==> config.mk <==
export PLATFORM = sky130hd
export DESIGN_NAME = register_file
export DESIGN_NICKNAME = d
export VERILOG_FILES = /design/src/rtl/register_file.sv
export SDC_FILE = /design/constraint.sdc
export NUM_CORES = 1
export LEC_CHECK = 0
export ABC_CLOCK_PERIOD_IN_PS = 9900
export BUFFER_PORTS_ARGS = -buffer_cell sky130_fd_sc_hd__buf_2
export CAP_MARGIN = 15
export CELL_PAD_IN_SITES_DETAIL_PLACEMENT = 1
export CELL_PAD_IN_SITES_GLOBAL_PLACEMENT = 1
export CORE_ASPECT_RATIO = 2
export CORE_UTILIZATION = 48
export DETAILED_ROUTE_END_ITERATION = 10
export PLACE_DENSITY = 0.9
export SYNTH_ARGS = -nofsm -noshare
export SYNTH_HDL_FRONTEND = slang
export SYNTH_SLANG_ARGS = --single-unit
export TNS_END_PERCENT = 50
==> constraint.sdc <==
create_clock -name i_clk -period 9.9 [get_ports i_clk]
set_input_delay 1.485 -clock i_clk [delete_from_list [all_inputs] [get_ports i_clk]]
set_output_delay 1.485 -clock i_clk [all_outputs]
set_load 0.005 [all_outputs]
==> src/rtl/register_file.sv <==
// Multi-entry register file: two combinational read ports, one write port with
// load/inc/dec/clear modes, optional write-through bypass and hardwired-zero reg 0.
module register_file #(
  parameter int                    DATA_WIDTH  = 8,
  parameter int                    NUM_REGS    = 8,
  parameter logic [DATA_WIDTH-1:0] RESET_VALUE = '0,
  parameter int                    ZERO_REG    = 0,
  parameter int                    BYPASS      = 1,
  localparam int                   AW          = (NUM_REGS > 2) ? $clog2(NUM_REGS) : 1
) (
  input  logic                  i_clk,
  input  logic                  i_reset,
  input  logic                  i_we_n,
  input  logic [1:0]            i_wmode,
  input  logic [AW-1:0]         i_waddr,
  input  logic [DATA_WIDTH-1:0] i_wdata,
  input  logic [AW-1:0]         i_raddr_a,
  output logic [DATA_WIDTH-1:0] o_rdata_a,
  input  logic [AW-1:0]         i_raddr_b,
  output logic [DATA_WIDTH-1:0] o_rdata_b
);

  localparam logic [AW:0] NREGS = (AW+1)'(NUM_REGS);

  logic [DATA_WIDTH-1:0] r_regs [NUM_REGS];

  logic                  w_waddr_ok;
  logic                  w_wr_en;
  logic [DATA_WIDTH-1:0] w_old;
  logic [DATA_WIDTH-1:0] w_nxt;

  // Address 0 is only a dead target when the zero register is enabled.
  assign w_waddr_ok = ({1'b0, i_waddr} < NREGS) &&
                      !((ZERO_REG != 0) && (i_waddr == '0));
  assign w_wr_en    = !i_we_n && !i_reset && w_waddr_ok;

  always_comb begin
    w_old = '0;
    if ({1'b0, i_waddr} < NREGS) w_old = r_regs[i_waddr];
  end

  always_comb begin
    w_nxt = '0;
    case (i_wmode)
      2'b00:   w_nxt = i_wdata;
      2'b01:   w_nxt = w_old + DATA_WIDTH'(1);
      2'b10:   w_nxt = w_old - DATA_WIDTH'(1);
      default: w_nxt = '0;
    endcase
  end

  always_ff @(posedge i_clk or posedge i_reset) begin
    if (i_reset) begin
      for (int i = 0; i < NUM_REGS; i++) r_regs[i] <= RESET_VALUE;
    end else if (w_wr_en) begin
      r_regs[i_waddr] <= w_nxt;
    end
  end

  function automatic logic [DATA_WIDTH-1:0] read_port(input logic [AW-1:0] addr);
    logic [DATA_WIDTH-1:0] val;
    val = '0;
    if (({1'b0, addr} < NREGS) && !((ZERO_REG != 0) && (addr == '0))) begin
      if ((BYPASS != 0) && w_wr_en && (addr == i_waddr)) val = w_nxt;
      else                                               val = r_regs[addr];
    end
    return val;
  endfunction

  always_comb begin
    o_rdata_a = read_port(i_raddr_a);
    o_rdata_b = read_port(i_raddr_b);
  end

endmodule

* Word-level counts from Yosys, hierarchy flattened
Cells that the tools add are included.
** Storage, ports and cells
- Output and inout bits :: 16
- Input port bits :: 22
- Logic and storage cells :: 43
- Register bits :: 64
** Cells by class
- Add/sub/neg operators :: 2
- Multiplexer cells :: 15
- Reductions and logical operators :: 7
- Equal/unequal tests :: 4
- Bitwise operators :: 3
- $lt $le $gt $ge :: 4
** Operator list (number)
- 8-bit binary-select mux with 3-bit select :: 3
- 8-bit 2-to-1 mux :: 9
- 64-bit bitwise mux :: 1
- 8-bit demux with 3-bit select :: 1
- 8-bit one-hot mux with 3 select lines :: 1
- 4-bit greater-or-equal comparator (second input constant) :: 3
- 3-bit NOT with 4-bit output :: 3
- 8-bit by 1-bit adder with 8-bit output (second input constant) :: 1
- 8-bit by 1-bit subtractor with 8-bit output (second input constant) :: 1
- 3-bit == test :: 2
- 1-bit logical AND :: 4
- 4-bit by 1-bit less-than comparator with 1-bit output (second input constant) :: 1
- 2-bit by 1-bit == test with 1-bit output (second input constant) :: 1
- 2-bit == test (second input constant) :: 1
- 1-bit zero test :: 2
- 2-bit zero test :: 1

* Depth between registers and ports, before layout
Gate-level depths: netlist of the first run.
- Word-level depth :: 7
- Mapped depth :: 13
- Gate-level depth less buffers :: 10

* Least setup slack after synthesis of the first run
OpenSTA, ideal clock, no wires.
- Path type :: input to output
- Start point :: in i_waddr[0]
- End point :: out o_rdata_a[6]
- Arrival :: 4449 ps
- Slack :: 3966 ps
- Required time :: 8415 ps
- Path buffers :: 3
- Cell stages on the path :: 12
- Cells stage by stage :: buf_6 buf_2 clkbuf_1 mux4_2 mux2_2 ha_1 nor2b_1 o21a_1 o21ai_0 a2111oi_0 nor3_1 o21ai_0
** Between the ends
- Word-level cells in the longest chain between the ends :: 7
- Elaborated cells between the ends (all ways) :: 10
- Classes of those cells :: 2 x add/sub; 1 x eq/ne; 5 x mux; 1 x bitwise; 1 x reduce/logical
** RTL lines
- from (decl) :: RTL line 15 : input logic [AW-1:0] i_waddr,
- 3-bit NOT with 4-bit output (not written as such) :: RTL line 39 : if ({1'b0, i_waddr} < NREGS) w_old = r_regs[i_waddr];
- 8-bit binary-select mux with 3-bit select :: RTL line 39
- 8-bit 2-to-1 mux (not written as such) (2 in series) :: RTL line 39
- 8-bit by 1-bit subtractor with 8-bit output / 8-bit by 1-bit adder with 8-bit output (equally long branches) :: RTL line 47, 46
- 8-bit one-hot mux with 3 select lines :: RTL line 44 : case (i_wmode)
- 8-bit 2-to-1 mux * :: RTL line 64 : if ((BYPASS != 0) && w_wr_en && (addr == i_waddr)) val = w_nxt;
- to (decl) :: RTL line 18 : output logic [DATA_WIDTH-1:0] o_rdata_a,
Every way passes the cells marked *; elsewhere a longest branch is shown, timed or not. The select of a mux whose other input is x is not followed.

* Worst setup path after layout of the first run
- Start point :: in i_waddr[0]
- End point :: out o_rdata_b[6]
** Between the ends
- Word-level cells in the longest chain between the ends :: 7
- Elaborated cells between the ends (all ways) :: 10
- Classes of those cells :: 2 x add/sub; 1 x eq/ne; 5 x mux; 1 x bitwise; 1 x reduce/logical
** RTL lines
- 3-bit NOT with 4-bit output (not written as such) :: RTL line 39
- 8-bit binary-select mux with 3-bit select :: RTL line 39
- 8-bit 2-to-1 mux (not written as such) (2 in series) :: RTL line 39
- 8-bit by 1-bit subtractor with 8-bit output / 8-bit by 1-bit adder with 8-bit output (equally long branches) :: RTL line 47, 46
- 8-bit one-hot mux with 3 select lines :: RTL line 44
- 8-bit 2-to-1 mux * :: RTL line 64
- to (decl) :: RTL line 20 : output logic [DATA_WIDTH-1:0] o_rdata_b
Marks and branches as above.

==> reports/summary.txt, run 1 <==
status = finished clean
Req. time, crit path = 8.42 ns
Clock Latency Late Sink = 0.34 ns
Static Leak = 2.25 nW
Final Hold Viols = 0
synthesized area = 0.00464 mm^2
total track usage = 0.328
hold endpoint = r_regs[0]
max FFs per register = 64
Detail Route Antenna Nets = 0
share of the synthesized area in the top cell type = 0.345
#FFs+latches synth = 64
RSZ-0062 raised after global routing = false
crit share post-route = 0.667
first-pass GRT wire length = 24200 um
FF-to-FF path depth = 9
Power Density = 216 mW/mm^2
Hold Crit Start = r_regs[0]
dpl ws = 3.38 ns
largest register by flop count = r_regs
I/O pin cnt = 38
clock sink count = 64
yosys warns = 0
clock skew = 0.00752 ns
Register Area = 0.00160 mm^2
WHS Path Cells = 2
Regs by FF count = r_regs: 64 flops
Startpoint Class = primary input
# hold bufs at CTS = 0
post-synthesis sequential area ratio = 0.345
setup TNS = 0 ns
syn nets = 484
Yosys top cell by area = dfrtp_1
ys flop type = dfrtp_1
crit path max fanout = 26
f_max = 0.151 GHz
row cnt = 50
Filler cells = 1055
count of different cell masters after synthesis = 45
share of cells above drive strength 1 = 0.277
reg2reg start = r_regs[18]
reg2reg end = r_regs[37]
Max transition margin = 0.286
hold crit path type = flip-flop to flip-flop
area delta synth->final = 11.5%
Reg clk slew, reported paths = 0.05 ns
CTS H-Tree Depth = 3
root buffer cell = clkbuf_16
Vias = 4088
most common cell after layout, fill and taps aside = nand2_1
final wirelength = 15400 um
top cells by area, synth = dfrtp_1, mux4_2, o21ai_0
drt pass-1 iters = 5
DIE HEIGHT = 141 um
worst slew pin tran = 1.07 ns
Max VDD drop = 122 uV
CTS buffer count = 9
placed cell count = 564
DR vias/cell = 7.05
# setup viols final = 0
most frequent cells in the layout = nand2_1, o21ai_0, dfrtp_1
antenna violations before repair = 0
min setup slack post-route = 3.30 ns
crit path time final = 6.60 ns
GP Congestion = 0.956
multi-input logic area = 0.00286 mm^2
# DRC = 0
die area = 0.0101 mm^2
CTS tree = done
CP arrival = 5.12 ns
nets = 503
asr flop ratio synth = 1.00
Core ar. = 0.00938 mm^2
R2R Setup Slk = 6.48 ns
max cap viols = 0
utilization after layout = 0.551
largest net degree at the start of global routing = 65
Mapped Cells = 452
Buffers on Ports = 37
vias in the first global route = 4417
diode count = 0
Post-synth EDFFs = 0
critical path class = primary input to primary output
die width = 71.5 um
Setup Fix Bufs, Post-CTS = 0
Slew Viols, Final = 0
post-route insts no fill = 580
Max clock buf depth = 2
grt met3 use = 0.0579
met2 usage in global routing = 0.545
critical path capture point type = primary output
dpl hpwl = 10400 um
PostCTS Resize Cnt = 0
initial core utilization = 0.494
grt ovf = 0
Syn Area/Cell = 10.3 um^2
Top Usage Layer GRT = met2
GR Layer Usage met1 = 0.372
Routed WL per cell = 26.6 um
initial drt markers = 438
cell usage after synthesis, types with 3 or more instances:
cell type,number
nand4_1,3
ha_1,9
a21oi_1,26
a22oi_1,3
o31ai_1,7
nor2b_1,5
buf_2,7
nor3_1,5
nand2_1,72
clkbuf_1,20
inv_1,10
o21ai_0,64
nand2b_1,4
dfrtp_1,64
nand3_1,4
a31oi_1,6
nor2_1,27
xnor2_1,8
buf_1,3
mux2i_1,11
mux4_2,44
o31ai_2,3
mux2_2,21
cells by family (layout without fill, tap and decap cells):
kind of cell / after synthesis / after routing / synth area share
XOR/XNOR: 9 / 9 / 0.0186
flip-flops: 64 / 64 / 0.345
AND/OR/NAND/NOR: 128 / 128 / 0.118
AO/OA/AOI/OAI: 122 / 122 / 0.160
adder cells (fa/ha/maj): 10 / 10 / 0.0286
buffers and inverters: 42 / 66 / 0.0383
multiplexers: 77 / 77 / 0.291
critical path: stages:
cell and delay, ns:
buf_2 0.53, mux4_2 0.58, mux2_2 0.29, ha_1 0.40, nor2b_1 0.16, o21a_1 0.15
o21ai_0 0.15, a2111oi_0 0.51, nor3_1 0.18, buf_4 0.20, o21ai_0 0.26, buf_2 0.20
metrics by stage:
| step | area, um^2 | total power, mW | hold slack, ns |
|---|---|---|---|
| after floorplan | 4640 | 0.628 | 0.475 |
| after global placement | 4840 | 0.710 | 0.493 |
| after detailed placement | 4840 | 0.742 | 0.514 |
| after CTS | 5170 | 1.12 | 0.526 |
| after global routing | 5170 | 1.17 | 0.575 |
| final | 5170 | 1.12 | 0.534 |
per-layer routing:
metal	wire length [um]	share of wire
met4	1030	0.067
met3	793	0.051
met5	0	0
met1	5550	0.36
met2	8050	0.52
layout make-up:
type | instances | share of cell area
multi-input combinational | 346 | 0.553
sequential | 64 | 0.310
clock buffer | 10 | 0.0443
timing repair buffer | 40 | 0.0401
tap | 104 | 0.0252
clock inverter | 6 | 0.0208
inverter | 10 | 0.00726
worst max-delay path by stage:
stage | startpoint | end | slack [ns] | cells past startpoint
finish | i_waddr[0] | o_rdata_b[6] | 3.30 | 12
global route | i_waddr[0] | o_rdata_b[5] | 3.09 | 11
CTS | i_waddr[0] | o_rdata_b[6] | 3.35 | 12
detailed placement | i_waddr[0] | o_rdata_b[6] | 3.38 | 12
global placement | i_waddr[0] | o_rdata_a[5] | 3.61 | 11
floorplan | i_waddr[0] | o_rdata_a[6] | 3.97 | 12
where the power goes:
part	switching [mW]	leakage [nW]	internal, mW
sequential	0.0676	0.844	0.323
clock	0.123	0.162	0.245
combinational	0.185	1.24	0.176
total	0.375	2.25	0.744
Note: power is estimated with default switching activity, not from simulation.
==> inputs of run 2 (changes only) <==
Settings changed: ABC_CLOCK_PERIOD_IN_PS 9900 to 5500, CORE_UTILIZATION 48 to 43, PLACE_DENSITY 0.9 to 0.85.
Clock period 9.9 ns to 5.5 ns, I/O delays scaled along.
==> run 2 against run 1 <==
Effect of this change:
- final cell count increased by 6.6%
- die area increased by 11%
- first-iteration DRC count shrank 39%
- critical endpoint is now o_rdata_b[5]
- final area grew 1.5%
- clock power up 80%
- routed wire length increased by 2.9%
- sequential power increased by 81%
- critical path depth fell by 1
- non-clock buffer count increased by 5
- flip-flop and latch count did not move
- count of clock-buffer cells in the layout did not move
- register-to-register slack worse by 4.3 ns
==> reports/summary.txt, run 2 (synthesized netlist as in run 1, its figures left out) <==
min setup slack post-route = 0.514 ns
Reg clk slew, reported paths = 0.05 ns
# hold bufs at CTS = 0
vias in the first global route = 4537
crit path max fanout = 19
grt ovf = 0
critical path capture point type = primary output
Startpoint Class = primary input
total track usage = 0.313
Power Density = 382 mW/mm^2
Core ar. = 0.0105 mm^2
initial drt markers = 269
critical path class = primary input to primary output
final wirelength = 15900 um
RSZ-0062 raised after global routing = false
# DRC = 0
root buffer cell = clkbuf_16
initial core utilization = 0.443
f_max = 0.201 GHz
Final Hold Viols = 0
area delta synth->final = 13.2%
CTS H-Tree Depth = 3
GP Congestion = 0.927
crit share post-route = 0.906
Detail Route Antenna Nets = 0
Max VDD drop = 232 uV
CTS tree = done
die width = 75.5 um
die area = 0.0112 mm^2
hold crit path type = flip-flop to flip-flop
Setup Fix Bufs, Post-CTS = 0
I/O pin cnt = 38
setup TNS = 0 ns
worst slew pin tran = 1.03 ns
Max clock buf depth = 2
Vias = 4021
diode count = 0
clock sink count = 64
max cap viols = 0
dpl hpwl = 10800 um
PostCTS Resize Cnt = 0
Buffers on Ports = 37
placement-stage cell area = 0.00492 mm^2
Regs by FF count = r_regs: 64 flops
antenna violations before repair = 0
Routed WL per cell = 25.7 um
Max transition margin = 0.314
CTS buffer count = 9
max FFs per register = 64
drt pass-1 iters = 4
post-route insts no fill = 618
largest register by flop count = r_regs
clock skew = 0.00862 ns
post-route design area = 0.00525 mm^2
status = finished clean
DR vias/cell = 6.51
crit path time final = 4.99 ns
Clock Latency Late Sink = 0.35 ns
most frequent cells in the layout = nand2_1, o21ai_0, dfrtp_1
first-pass GRT wire length = 24800 um
DIE HEIGHT = 149 um
CP arrival = 4.16 ns
Slew Viols, Final = 0
nets = 508
placed cell count = 602
dpl ws = 0.543 ns
row cnt = 53
largest net degree at the start of global routing = 65
# setup viols final = 0
share of cells above drive strength 1 = 0.285
Static Leak = 2.27 nW
most common cell after layout, fill and taps aside = nand2_1
Req. time, crit path = 4.68 ns
## run 2: cell type report
class / count / area (um^2)
flip-flops and latches: 64 / 1600
well taps: 137 / 171
inverters: 10 / 37.5
multi-input cells: 346 / 2860
fillers: 1232 / 5230
repair buffers: 45 / 245
clock inverters: 6 / 108
clock buffers: 10 / 229
## run 2: worst paths after layout
| check | to | startpoint | depth (start not counted) | slack (ns) |
|---|---|---|---|---|
| max | o_rdata_b[5] | i_waddr[0] | 11 | 0.51 |
| min | r_regs[8] | r_regs[8] | 2 | 0.53 |
| max reg2reg | r_regs[22] | r_regs[58] | 10 | 2.20 |
| min reg2reg | r_regs[8] | r_regs[8] | 2 | 0.53 |
| max in group asynchronous | r_regs[1] | i_reset | 3 | 4.17 |
| min in group asynchronous | r_regs[39] | i_reset | 3 | 0.72 |
## run 2: stage by stage
stage / total power [mW] / util / hold WS (ns)
6_report: 2.01 / 0.501 / 0.526
5_1_grt: 2.10 / 0.501 / 0.567
4_1_cts: 2.00 / 0.501 / 0.532
3_5_place_dp: 1.34 / 0.469 / 0.520
3_3_place_gp: 1.29 / 0.469 / 0.496
2_1_floorplan: 1.13 / - / 0.475
## run 2: report_power, final
group	internal, mW	switching, mW
combinational	0.319	0.320
clock	0.441	0.222
sequential	0.581	0.123
## run 2: per-layer routing
layer	global-route usage	vias to the layer above	share of wire
li1	-	1727	-
met3	0.0608	56	0.062
met4	0.267	0	0.057
met5	0	-	0
met2	0.518	154	0.54
met1	0.326	2084	0.34
## run 2: critical path, cell delays in order
cell and delay, ns:
buf_2 0.48, mux4_2 0.59, mux2_2 0.29, ha_1 0.41
nand4_1 0.23, nor3_1 0.31, mux2_2 0.38, a221oi_2 0.17
buf_4 0.20, mux2i_1 0.08, buf_2 0.17
